### src/rtl/irq_ctrl.sv
// irq_ctrl: synchronizes and latches interrupt sources, then priority-encodes them into one
// request/ack/done handshake toward the core, with a small register window on the data bus.
module irq_ctrl #(
    parameter int NUM_IRQ     = 8,
    parameter int SYNC_STAGES = 2
) (
    input  logic                       clk,
    input  logic                       rst,
    input  logic [NUM_IRQ-1:0]         irq_src_i,
    output logic                       irq_o,
    output logic [$clog2(NUM_IRQ)-1:0] irq_id_o,
    input  logic                       irq_ack_i,
    input  logic                       irq_done_i,
    input  logic                       req_i,
    input  logic                       we_i,
    input  logic [1:0]                 addr_i,
    input  logic [31:0]                wdata_i,
    output logic [31:0]                rdata_o,
    output logic                       rvalid_o
);
    localparam int ID_W = $clog2(NUM_IRQ);
    typedef enum logic [1:0] {IDLE = 2'd0, REQ = 2'd1, SERVICE = 2'd2} state_t;
    state_t state;
    logic [SYNC_STAGES-1:0][NUM_IRQ-1:0] sync;
    logic [NUM_IRQ-1:0] s, s_d, rise, pending, enable, mode, active, clr, ack_mask;
    logic [ID_W-1:0] top;
    logic wr;
    logic [31:0] rd;
    assign s        = sync[SYNC_STAGES-1];
    assign rise     = s & ~s_d;
    assign active   = pending & enable;
    assign wr       = req_i & we_i;
    assign ack_mask = (state == REQ && irq_ack_i) ? NUM_IRQ'(1) << irq_id_o : '0;
    assign clr      = ((wr && addr_i == 2'd0) ? wdata_i[NUM_IRQ-1:0] : '0) | ack_mask;
    assign rd       = addr_i == 2'd0 ? 32'(pending) :
                      addr_i == 2'd1 ? 32'(enable)  :
                      addr_i == 2'd2 ? 32'(mode)    :
                      ({14'd0, state, 16'd0} | 32'(irq_id_o));
    if (NUM_IRQ < 32) begin : g_hi
        logic unused_wdata;
        assign unused_wdata = ^wdata_i[31:NUM_IRQ];
    end
    // Scan downward so the lowest active index is the last one assigned
    always_comb begin
        top = '0;
        for (int i = NUM_IRQ - 1; i >= 0; i--)
            if (active[i]) top = ID_W'(i);
    end
    always_ff @(posedge clk) begin
        if (rst) begin
            sync     <= '0;
            s_d      <= '0;
            pending  <= '0;
            enable   <= '0;
            mode     <= '0;
            rdata_o  <= '0;
            rvalid_o <= 1'b0;
        end else begin
            sync     <= {sync[SYNC_STAGES-2:0], irq_src_i};
            s_d      <= s;
            // Edge bits: a new rise beats any clear on the same edge; level bits track s
            pending  <= (mode & (rise | (pending & ~clr))) | (~mode & s);
            if (wr && addr_i == 2'd1) enable <= wdata_i[NUM_IRQ-1:0];
            if (wr && addr_i == 2'd2) mode <= wdata_i[NUM_IRQ-1:0];
            rvalid_o <= req_i;
            rdata_o  <= (req_i && !we_i) ? rd : '0;
        end
    end
    always_ff @(posedge clk) begin
        if (rst) begin
            state    <= IDLE;
            irq_o    <= 1'b0;
            irq_id_o <= '0;
        end else begin
            case (state)
                IDLE: if (|active) begin
                    state    <= REQ;
                    irq_o    <= 1'b1;
                    irq_id_o <= top;
                end
                REQ: if (irq_ack_i || !active[irq_id_o]) begin
                    state <= irq_ack_i ? SERVICE : IDLE;
                    irq_o <= 1'b0;
                end
                SERVICE: if (irq_done_i) state <= IDLE;
                default: begin
                    state <= IDLE;
                    irq_o <= 1'b0;
                end
            endcase
        end
    end
endmodule

### config.mk
export PLATFORM = sky130hd
export DESIGN_NAME = irq_ctrl
export DESIGN_NICKNAME = d
export VERILOG_FILES = /design/src/rtl/irq_ctrl.sv
export SDC_FILE = /design/constraint.sdc
export NUM_CORES = 1
export LEC_CHECK = 0
export ABC_AREA = 1
export CORE_MARGIN = 2
export CORE_UTILIZATION = 46
export CTS_CLUSTER_DIAMETER = 120
export DETAILED_ROUTE_END_ITERATION = 10
export PLACE_DENSITY = 0.79
export SLEW_MARGIN = 40
export SYNTH_ARGS = -nofsm -noshare
export SYNTH_HDL_FRONTEND = slang
export SYNTH_SLANG_ARGS = --single-unit
### constraint.sdc
create_clock -name clk -period 1.65 [get_ports clk]
set_clock_uncertainty 0.2 [all_clocks]
set_input_delay 0.2475 -clock clk [delete_from_list [all_inputs] [get_ports clk]]
set_output_delay 0.2475 -clock clk [all_outputs]
set_load 0.01 [all_outputs]
### Word level (Yosys, flattened, before mapping)

Cells that the tools add are included.

* $lt $le $gt $ge: 1
* equality and inequality tests: 7
* shift-type cells: 1
* mux-type cells: 23
* bitwise gates (word level): 15
* reductions and logical operators: 16

Operators with widths (count)
* bitwise AND 8 bit: 5
* 2-to-1 mux 8 bit: 5
* 2-to-1 mux 3 bit: 8
* inverter 8 bit: 3
* bitwise OR 8 bit: 3
* bitwise OR 18 x 3 -> 18 bit: 1
* 2-to-1 mux 2 bit: 4
* OR reduction 8 bit: 1
* left shift 1 x 3 -> 8 bit (first input constant): 1
* one-hot mux 2 bit (3 select lines): 1
* AND reduction 3 bit: 2
* logical AND 1 bit: 5
* OR reduction 5 bit: 1
* equality test 2 x 1 -> 1 bit (second input constant): 2
* equality test 2 bit (second input constant): 2
* logical NOT 2 bit: 2
* < comparator 3 x 4 -> 1 bit (second input constant): 1
* != test 2 bit (second input constant): 2
* binary-select mux 1 bit (select 3 bit): 1
* 2-to-1 mux 1 bit: 3
* one-hot mux 1 bit (3 select lines): 1
* logical NOT 1 bit: 2
* != test 2 x 1 -> 1 bit (second input constant): 1
* inverter 1 bit: 2
* 4 further kinds: 4

* register bits after elaboration: 73
* input port bits: 48
* output and inout bits: 37
* logic and storage cells: 75

### Logic depth before layout (Yosys ltp)

* depth in word-level cells: 9
* gate-level depth with buffers: 11
* mapped depth without buffers: 10

### Worst setup path before layout

OpenSTA, ideal clock, no wires.

* path kind: reg2reg
* start: reg irq_id_o[0]
* end: reg irq_o
* setup time: 0.132 ns
* data arrival time: 1.030 ns
* data required time: 1.318 ns
* path slack: 0.288 ns
* cell stages (with the launch flop): 12
* buffers on the path: 1
* period minus slack after synthesis: 1.362 ns
* path through: dfxtp_1 -> buf_4 -> inv_2 -> nand2_1 -> nand2_1 -> nand2_1 -> nand2_1 -> nand2_1 -> nand3_1 -> nand2_1 -> nand2_1 -> a21oi_1

* longest elaborated chain between the ends: 6

Ends and longest elaborated chain
* start: declaration: line 11 `output logic [$clog2(NUM_IRQ)-1:0] irq_id_o,`
* start signal: assignment: line 79 `irq_id_o <= top;`
* binary-select mux 1 bit (select 3 bit): line 81 `REQ: if (irq_ack_i || !active[irq_id_o]) begin`
* 2-to-1 mux 1 bit (implied by the code): line 81
* logical NOT 1 bit: line 81
* logical OR 1 bit: line 81
* != test 2 x 1 -> 1 bit (no source line)
* AND reduction 3 bit (no source line)
* end signal: assignment: line 78 `irq_o <= 1'b1;`
* end signal: assignment: line 83 `irq_o <= 1'b0;`
* end signal: assignment: line 88 `irq_o <= 1'b0;`
* end: declaration: line 10 `output logic irq_o,`

Every way passes these cells. The select of a mux whose other input is x is not followed.
A chain may end at the register's enable or synchronous reset.

### Worst setup path in the final report

* start: reg rdata_o[17]
* end: out rdata_o[17]

RTL lines
* start: declaration: line 18 `output logic [31:0] rdata_o,`
* start signal: assignment: line 66 `rdata_o <= (req_i && !we_i) ? rd : '0;`

No word-level cell between the ends.

==> impl_metrics.json <==
{
  "cts_made_buffers": 9,
  "grt_max_degree": 24,
  "nets": 476,
  "synth_area_um2": 2770,
  "cts_buffer_depth": 2,
  "detailed_place_hpwl_mm": 4.24,
  "critPathMaxFanout": 1,
  "cts_sinks": 65,
  "place_area_um2": 3260,
  "vias": 2408,
  "grt_util_all_layers_pct": 19.0,
  "insertion_delay_ns": 0.34,
  "hold_viol": 0,
  "gp_routability_congestion": 0.857,
  "path_buf_inv": 1,
  "place.port_buffers": 38,
  "synth_async_sr_flop_share_pct": 0,
  "postSynthCellCount": 367,
  "fin_area_um2": 3510,
  "first_pass_iters": 5,
  "rows": 28,
  "period_share_pct": 98.2,
  "synth_edf_count": 0,
  "routedWlPerCell_um": 11.6,
  "clk_pin_slew_ns": 0.07,
  "yosysMostFrequentCell": "nand2_1",
  "areaGrowthSynthToFinish_pct": 26.6,
  "grt-ovfl-total": 0,
  "synth_flop_cell": "dfxtp_1",
  "clockPowerShare_pct": 40.0,
  "die_w_um": 81.6,
  "yosysWarnings": 0,
  "tns_ns": 0,
  "crit_type": "flop to output port",
  "die_h_um": 81.6,
  "arrival_ns": 1.17,
  "synthTopCellsByArea": "dfxtp_1 (47%), nand2_1 (12%), inv_1 (6.6%)",
  "cp_cell_sequence": "clkdlybuf4s50_1",
  "switchingPower_uw": 787,
  "drt-total-wl_mm": 5.88,
  "pin_count": 85,
  "internal_power_mw": 2.44,
  "first_global_vias": 2094,
  "tritoncts": "built",
  "seq_area_frac_synth_pct": 47.0,
  "slew_viol_final": 0,
  "drtIter0Drc": 297,
  "power_frac_comb_pct": 9.0,
  "power.leakage_nw": 1.72,
  "htreeDepth": 3,
  "status": "finished clean",
  "synth.top_cell.area_share_pct": 47.0,
  "hold_buffers": 0,
  "ys_types": 29,
  "post-synth-top-area-cell": "dfxtp_1",
  "pwr-share-seq_pct": 51.0,
  "drive_gt1_share_pct": 13.0,
  "cts-root-buf": "clkbuf_8",
  "synth-seq-cells": 65,
  "holdCritPathClass": "flop to flop",
  "max-vdd-ir-drop_mv": 0.530,
  "antenna_found_initial": 0,
  "endpoint_kind": "output port",
  "drv_cap": 0,
  "start_util_pct": 47.1,
  "viasPerCell": 4.75,
  "diodes": 0,
  "switching_share_pct": 24.4,
  "ys_top_cells_by_count": "nand2_1 (85), dfxtp_1 (65), inv_1 (49)",
  "crit_path_top_delay_cell": "clkdlybuf4s50_1",
  "p_per_area_nw_per_um2": 920,
  "finalSetupViolCount": 0,
  "worst_setup_path_start_kind": "flop",
  "ant_nets": 0,
  "crit_family": "buffers and inverters",
  "min_period_ns": 1.62,
  "critPathMaxStageDelay_ns": 0.53,
  "fmax_mhz": 617,
  "p_total_mw": 3.22,
  "critical_path_required_ns": 1.20,
  "drc_errors": 0,
  "syn_avg_cell_area_um2": 7.55,
  "core_area_um2": 5890,
  "rsz0062_at_grt": "no",
  "design.die.area_um2": 6660,
  "grt_pass1_wl_mm": 9.60
}
sequential cells by signal (all words and copies together), names as in the netlist, 2 cells and up:
signal	cells
enable	8
irq_id_o	3
s	8
state	2
rdata_o	10
mode	8
s_d	8
sync	8
pending	8
cells in the final DEF, fill, tap and decap left out, types with 2 or more instances in the layout:
cell type and instances:
conb_1 22, nand2_2 2, o31ai_1 7, nor2_1 42, o21ai_2 4, o211ai_1 7, dfxtp_1 64, buf_4 19
clkdlybuf4s50_1 26, a21oi_1 18, inv_1 49, clkinv_4 2, nand2_1 85, a31oi_1 4, a21oi_2 3, o21ai_0 21
nor2_4 3, inv_2 5, dlymetal6s2s_1 8, buf_12 3, clkinv_2 2, clkbuf_8 9, nand3_1 11, o21ai_1 2
dlygate4sd2_1 4
power by group through the flow:
stage / registers (mW) / logic [mW] / clock network, mW
after global routing: 1.65 / 0.322 / 1.38
after floorplan: 1.68 / 0.187 / 0
after CTS: 1.64 / 0.283 / 1.32
final: 1.64 / 0.289 / 1.29
after detailed placement: 1.68 / 0.283 / 0
after global placement: 1.68 / 0.278 / 0
timing repair:
action / in CTS / in global routing
buffers inserted: 0 / 4
endpoints found under the setup margin: 4 / 9
pin swaps: 0 / 1
resized for setup: 6 / 8
worst paths after layout:
check	startpoint	endpoint	cells past startpoint	slack [ns]
max	rdata_o[17]$_SDFF_PP0_	rdata_o[17]	1	0.03
min	sync[3]$_SDFF_PP0_	s[3]$_SDFF_PP0_	2	0.20
max reg2reg	pending[5]$_SDFF_PP0_	irq_id_o[1]$_SDFFE_PP0P_	7	0.19
min reg2reg	sync[3]$_SDFF_PP0_	s[3]$_SDFF_PP0_	2	0.20
layout make-up:
class | count | area [um2]
Multi-Input combinational cell | 238 | 1120
Inverter | 54 | 203
Sequential cell | 65 | 1310
Fill cell | 526 | 2380
Tap cell | 75 | 93.8
Clock inverter | 5 | 57.6
Clock buffer | 10 | 128
Timing Repair Buffer | 60 | 598
worst reg2reg max path, delay by kind of cell (launching register included):
kind	cells	cell delay, ns
AO/OA/AOI/OAI	3	0.39
flip-flops	1	0.37
AND/OR/NAND/NOR	4	0.39
metrics by stage:
stage                     hold slack, ns  util, %  setup WS (ns)  std cells
final                              0.202     59.6         0.0304        507
after global routing               0.223     59.6        0.00141        507
after CTS                          0.205     58.5         0.0113        503
after detailed placement           0.195     55.4         -0.192        488
after global placement             0.189     55.4         -0.162        488
after floorplan                    0.154        -          0.288        388
kinds of logic after synthesis:
logic type      after synthesis  synth area share, %
simple gates                146                 22.0
buf+inv                      85                 15.4
compound gates               70                 15.5
flops                        65                 47.0
other cells                   1                0.135
routing by layer:
metal,vias to the layer above,share of wire (%),GRT usage (%)
li1,1231,-,-
met1,1063,45,24.3
met2,108,47,31.2
met3,6,7.6,5.16
met4,0,1.1,6.33
met5,-,0,0
No activity file was read; power rests on OpenSTA's default activity.
